===== src/rtl/scmp_bus_seq.sv =====
// rtl/scmp_bus_seq.sv - SC/MP-style multiplexed external bus sequencer
// One request at a time: optional BREQ/ENIN arbitration, address strobe, data strobe, recovery.
module scmp_bus_seq #(
    parameter int AW          = 16,
    parameter int ALO         = 12,
    parameter int ADS_CYCLES  = 1,
    parameter int DATA_CYCLES = 2,
    parameter int RECOVERY    = 1,
    parameter int ARB_EN      = 1
) (
    input  logic          clk,
    input  logic          rst_n,
    input  logic          req_valid,
    output logic          req_ready,
    input  logic          req_we,
    input  logic [AW-1:0] req_addr,
    input  logic [7:0]    req_wdata,
    input  logic [3:0]    req_flags,
    output logic          resp_valid,
    output logic [7:0]    resp_rdata,
    output logic          busy,
    output logic [ALO-1:0] addr,
    input  logic [7:0]    D_i,
    output logic [7:0]    D_o,
    output logic          D_oe,
    output logic          ADS_n,
    output logic          RD_n,
    output logic          WR_n,
    input  logic          nhold,
    output logic          breq,
    input  logic          enin,
    output logic          enout
);

    localparam int CW = 8;
    localparam logic [CW-1:0] ADS_LD  = CW'(ADS_CYCLES - 1);
    localparam logic [CW-1:0] DATA_LD = CW'(DATA_CYCLES - 1);
    localparam logic [CW-1:0] REC_LD  = CW'(RECOVERY - 1);

    typedef enum logic [2:0] {
        IDLE = 3'd0,
        ARB  = 3'd1,
        ADDR = 3'd2,
        DATA = 3'd3,
        REC  = 3'd4
    } state_t;

    state_t        state, state_next;
    logic [CW-1:0] cnt, cnt_next;

    logic [AW-1:0] a_r;
    logic [7:0]    wdata_r;
    logic          we_r;
    logic [3:0]    flags_r;

    logic          accept;
    logic [AW-1:0] a_n;
    logic [7:0]    wdata_n;
    logic          we_n;
    logic [3:0]    flags_n;
    logic [3:0]    ahi_n;

    assign accept    = (state == IDLE) && req_valid;
    assign req_ready = (state == IDLE);
    assign busy      = (state != IDLE);
    assign enout     = enin & ~breq;

    // Registered outputs are computed from the upcoming state, so the request
    // fields are forwarded from the inputs on the accept edge.
    assign a_n     = accept ? req_addr  : a_r;
    assign wdata_n = accept ? req_wdata : wdata_r;
    assign we_n    = accept ? req_we    : we_r;
    assign flags_n = accept ? req_flags : flags_r;
    assign ahi_n   = 4'(a_n >> ALO);

    always_comb begin
        state_next = state;
        cnt_next   = cnt;
        case (state)
            IDLE: begin
                if (req_valid) begin
                    if (ARB_EN != 0) begin
                        state_next = ARB;
                    end else begin
                        state_next = ADDR;
                        cnt_next   = ADS_LD;
                    end
                end
            end
            ARB: begin
                if (enin) begin
                    state_next = ADDR;
                    cnt_next   = ADS_LD;
                end
            end
            ADDR: begin
                if (cnt == '0) begin
                    state_next = DATA;
                    cnt_next   = DATA_LD;
                end else begin
                    cnt_next = cnt - 1'b1;
                end
            end
            DATA: begin
                // nhold only matters once the minimum strobe width has elapsed
                if (cnt != '0) begin
                    cnt_next = cnt - 1'b1;
                end else if (nhold) begin
                    if (RECOVERY == 0) begin
                        state_next = IDLE;
                    end else begin
                        state_next = REC;
                        cnt_next   = REC_LD;
                    end
                end
            end
            REC: begin
                if (cnt == '0) begin
                    state_next = IDLE;
                end else begin
                    cnt_next = cnt - 1'b1;
                end
            end
            default: begin
                state_next = IDLE;
                cnt_next   = '0;
            end
        endcase
    end

    always_ff @(posedge clk or negedge rst_n) begin
        if (!rst_n) begin
            state   <= IDLE;
            cnt     <= '0;
            a_r     <= '0;
            wdata_r <= '0;
            we_r    <= 1'b0;
            flags_r <= '0;
        end else begin
            state <= state_next;
            cnt   <= cnt_next;
            if (accept) begin
                a_r     <= req_addr;
                wdata_r <= req_wdata;
                we_r    <= req_we;
                flags_r <= req_flags;
            end
        end
    end

    always_ff @(posedge clk or negedge rst_n) begin
        if (!rst_n) begin
            ADS_n      <= 1'b1;
            RD_n       <= 1'b1;
            WR_n       <= 1'b1;
            breq       <= 1'b0;
            D_oe       <= 1'b0;
            D_o        <= '0;
            addr       <= '0;
            resp_valid <= 1'b0;
            resp_rdata <= '0;
        end else begin
            ADS_n <= !(state_next == ADDR);
            RD_n  <= !((state_next == DATA) && !we_n);
            WR_n  <= !((state_next == DATA) && we_n);
            D_oe  <= (state_next == ADDR) || ((state_next == DATA) && we_n);
            breq  <= (ARB_EN != 0) &&
                     ((state_next == ARB) || (state_next == ADDR) || (state_next == DATA));
            if (state_next == ADDR) begin
                D_o  <= {flags_n, ahi_n};
                addr <= a_n[ALO-1:0];
            end else if ((state_next == DATA) && we_n) begin
                D_o <= wdata_n;
            end else begin
                D_o <= '0;
            end
            resp_valid <= (state == DATA) && (state_next != DATA);
            if ((state == DATA) && (state_next != DATA) && !we_r) begin
                resp_rdata <= D_i;
            end
        end
    end

endmodule

===== config.mk =====
export PLATFORM = sky130hd
export DESIGN_NAME = scmp_bus_seq
export DESIGN_NICKNAME = d
export VERILOG_FILES = /design/src/rtl/scmp_bus_seq.sv
export SDC_FILE = /design/constraint.sdc
export NUM_CORES = 1
export LEC_CHECK = 0
export CORE_ASPECT_RATIO = 1.1
export CORE_UTILIZATION = 49
export CTS_CLUSTER_DIAMETER = 30
export DETAILED_ROUTE_END_ITERATION = 6
export HOLD_SLACK_MARGIN = 0.12
export PLACE_DENSITY = 0.78
export SYNTH_ARGS = -nofsm -noshare
export SYNTH_HDL_FRONTEND = slang
export SYNTH_SLANG_ARGS = --single-unit

===== constraint.sdc =====
create_clock -name clk -period 2.9 [get_ports clk]
set_input_delay 0.435 -clock clk [delete_from_list [all_inputs] [get_ports clk]]
set_output_delay 0.435 -clock clk [all_outputs]
set_load 0.1 [all_outputs]

==> results_dict.tcl <==
set metrics [dict create \
    ant_nets 0 \
    placed_area_sq_um 3980 \
    viasPerCell 5.47 \
    drv_slew 0 \
    yosysWarnings 0 \
    worstReg2RegEnd "addr[0]$_DFFE_PN0P_" \
    fin_crit_ns 2.48 \
    cp-end-kind "flip-flop" \
    crit_arrival_ns 2.71 \
    insertion_delay_ns 0.34 \
    grt_setup_unrepaired "false" \
    fin_crit_sh_pct 85.5 \
    regArea_sq_um 1860 \
    cp_max_fo 13 \
    grt_pass1_wl_microns 10700 \
    hold_path_class "input port to asynchronous set/reset pin" \
    cp-start-kind "flip-flop" \
    wl_per_cell_microns 16.2 \
    synth_nets 290 \
    drtIter0Drc 166 \
    synthCells 247 \
    hpwl_microns 4820 \
    skew_ns 0.00506 \
    worst_slew_pin_slew_ns 0.786 \
    hold_viol 0 \
    core_sq_um 6230 \
    via_count 2260 \
    cts.path.max_buffers 2 \
    fin_ws_ns 0.420 \
    final_cell_mix "dfrtp_1, mux2_2, buf_4" \
    drv_cap 0 \
    worstSetupPathType "flip-flop to flip-flop" \
    cts_buffers 9 \
    ios 79 \
    ys_seq_elements 74 \
    std_cell_rows 30 \
    htree_num_levels 3 \
    syn_area_sq_um 3200 \
    fin_setup_tns_ns 0 \
    antenna_found_initial 0 \
    synth_edf_count 0 \
    drive_gt1_share_pct 35.7 \
    cts-root-buf "clkbuf_8" \
    async_flop_share_pct 100 \
    synth_cell_types 46 \
    dp_slack_ns 0.447 \
    area_delta_synth_final_pct 30.2 \
    route.detailed.drc 0 \
    grt_pass1_vias 2221 \
    ys_top_cells_by_area "dfrtp_1, mux2_2, dfstp_2" \
    synth_top_area_share_pct 55.6 \
    place.gp.congestion 0.858 \
    fmax_ghz 0.403 \
    synth_flop_cell "dfrtp_1" \
    synth.avg_cell_area_sq_um 12.9 \
    tritoncts "done" \
    cts_setup_buffers 0 \
    status "complete, no violations" \
    fill_cells 494 \
    ff2ff_path_depth 6 \
    max_slew_margin_pct 47.6 \
    grt_use_total_pct 21.2 \
    finalSetupViolCount 0 \
    clk_pin_slew_ns 0.08 \
    ctsResizeCount 0 \
    port_buffers 78 \
    nNetsFinal 371 \
    synth_seq_area_share_pct 58.0 \
    final_common_cell "dfrtp_1" \
    gr-total-overflow 0 \
    antenna_cells 0 \
    required_ns 3.13 \
    stdcell_area_sq_um 4160 \
    yosysTopAreaCell "dfrtp_1" \
    die-width_microns 79.0 \
    die_h_microns 86.7 \
    r2r_start "cnt[0]$_DFFE_PN0P_" \
    first_pass_iters 4 \
    design.die.area_sq_um 6850 \
    cts.sinks 74 \
    multi_input_area_sq_um 1250 \
    grt_max_degree 37 \
    regToRegSetupSlack_ns 0.42 \
    start_util_pct 51.3 \
    routed_wl_microns 6690 \
    cts.hold.buffers_added 0 \
]
critical path, stage by stage, from the launching register on:
cell and delay [ns]:
dfrtp_1 0.43, inv_1 0.08, ha_1 0.21, or4b_4 0.51, o21ai_2 0.16, and3_1 0.56
mux2_2 0.41
worst max-delay path by stage:
stage	cells past startpoint	from	endpoint	slack (ns)
3_3_place_gp	6	cnt[0]$_DFFE_PN0P_	addr[10]$_DFFE_PN0P_	0.52
6_report	6	cnt[0]$_DFFE_PN0P_	addr[0]$_DFFE_PN0P_	0.42
2_1_floorplan	1	breq$_DFF_PN0_	enout	0.25
4_1_cts	6	cnt[0]$_DFFE_PN0P_	addr[0]$_DFFE_PN0P_	0.43
3_5_place_dp	6	cnt[0]$_DFFE_PN0P_	addr[0]$_DFFE_PN0P_	0.45
5_1_grt	6	cnt[0]$_DFFE_PN0P_	addr[0]$_DFFE_PN0P_	0.28
metal layers:
metal / track usage, % / share of wire, % / up-vias
li1: - / - / 1072
met1: 27.2 / 43 / 1104
met2: 33.7 / 50 / 75
met3: 5.89 / 5.6 / 9
met4: 9.42 / 1.5 / 0
met5: 0 / 0 / -
cells in the mapped netlist, types with 3 or more instances:
master,number
buf_2,5
o21ai_0,4
or3_1,3
nor2b_1,6
nand2b_1,3
dfstp_2,3
nor2_1,7
a21oi_1,14
dfrtp_1,71
inv_1,6
clkbuf_1,3
nand4_1,10
a31oi_1,5
nand2_1,9
nand3_1,3
mux2_2,49
o311ai_0,8
logic make-up after synthesis:
| logic type | Yosys count | synth area share [%] |
|---|---|---|
| adder cells (fa/ha/maj) | 1 | 0.391 |
| flip-flops | 74 | 58.0 |
| multiplexers | 49 | 17.3 |
| buffers and inverters | 20 | 3.05 |
| AND/OR/NAND/NOR | 58 | 11.8 |
| AO/OA/AOI/OAI | 45 | 9.47 |
registers in the layout, indices dropped and copies added (netlist names):
name        flops
resp_valid      1
wdata_r         8
breq            1
D_oe            1
flags_r         4
RD_n            1
ADS_n           1
state           3
cnt             8
D_o             8
we_r            1
WR_n            1
a_r            16
resp_rdata      8
addr           12
per-stage QoR:
step | hold slack [ns] | utilization (%) | std cells
detailed placement | 0.481 | 63.9 | 397
CTS | 0.188 | 66.8 | 413
global placement | 0.477 | 63.9 | 397
floorplan | 0.139 | - | 247
global route | 0.212 | 66.8 | 413
finish | 0.170 | 66.8 | 413
final cells by class:
| class | count | share of cell area (%) |
|---|---|---|
| sequential | 74 | 44.6 |
| clock inverter | 6 | 0.962 |
| clock buffer | 10 | 3.31 |
| tap | 80 | 2.41 |
| inverter | 6 | 0.541 |
| timing repair buffer | 84 | 18.1 |
| multi-input combinational | 153 | 30.1 |
Power is left out: the tool's default activity adds up to more than one toggle a clock period on the data nets, which glitch-free logic cannot reach.
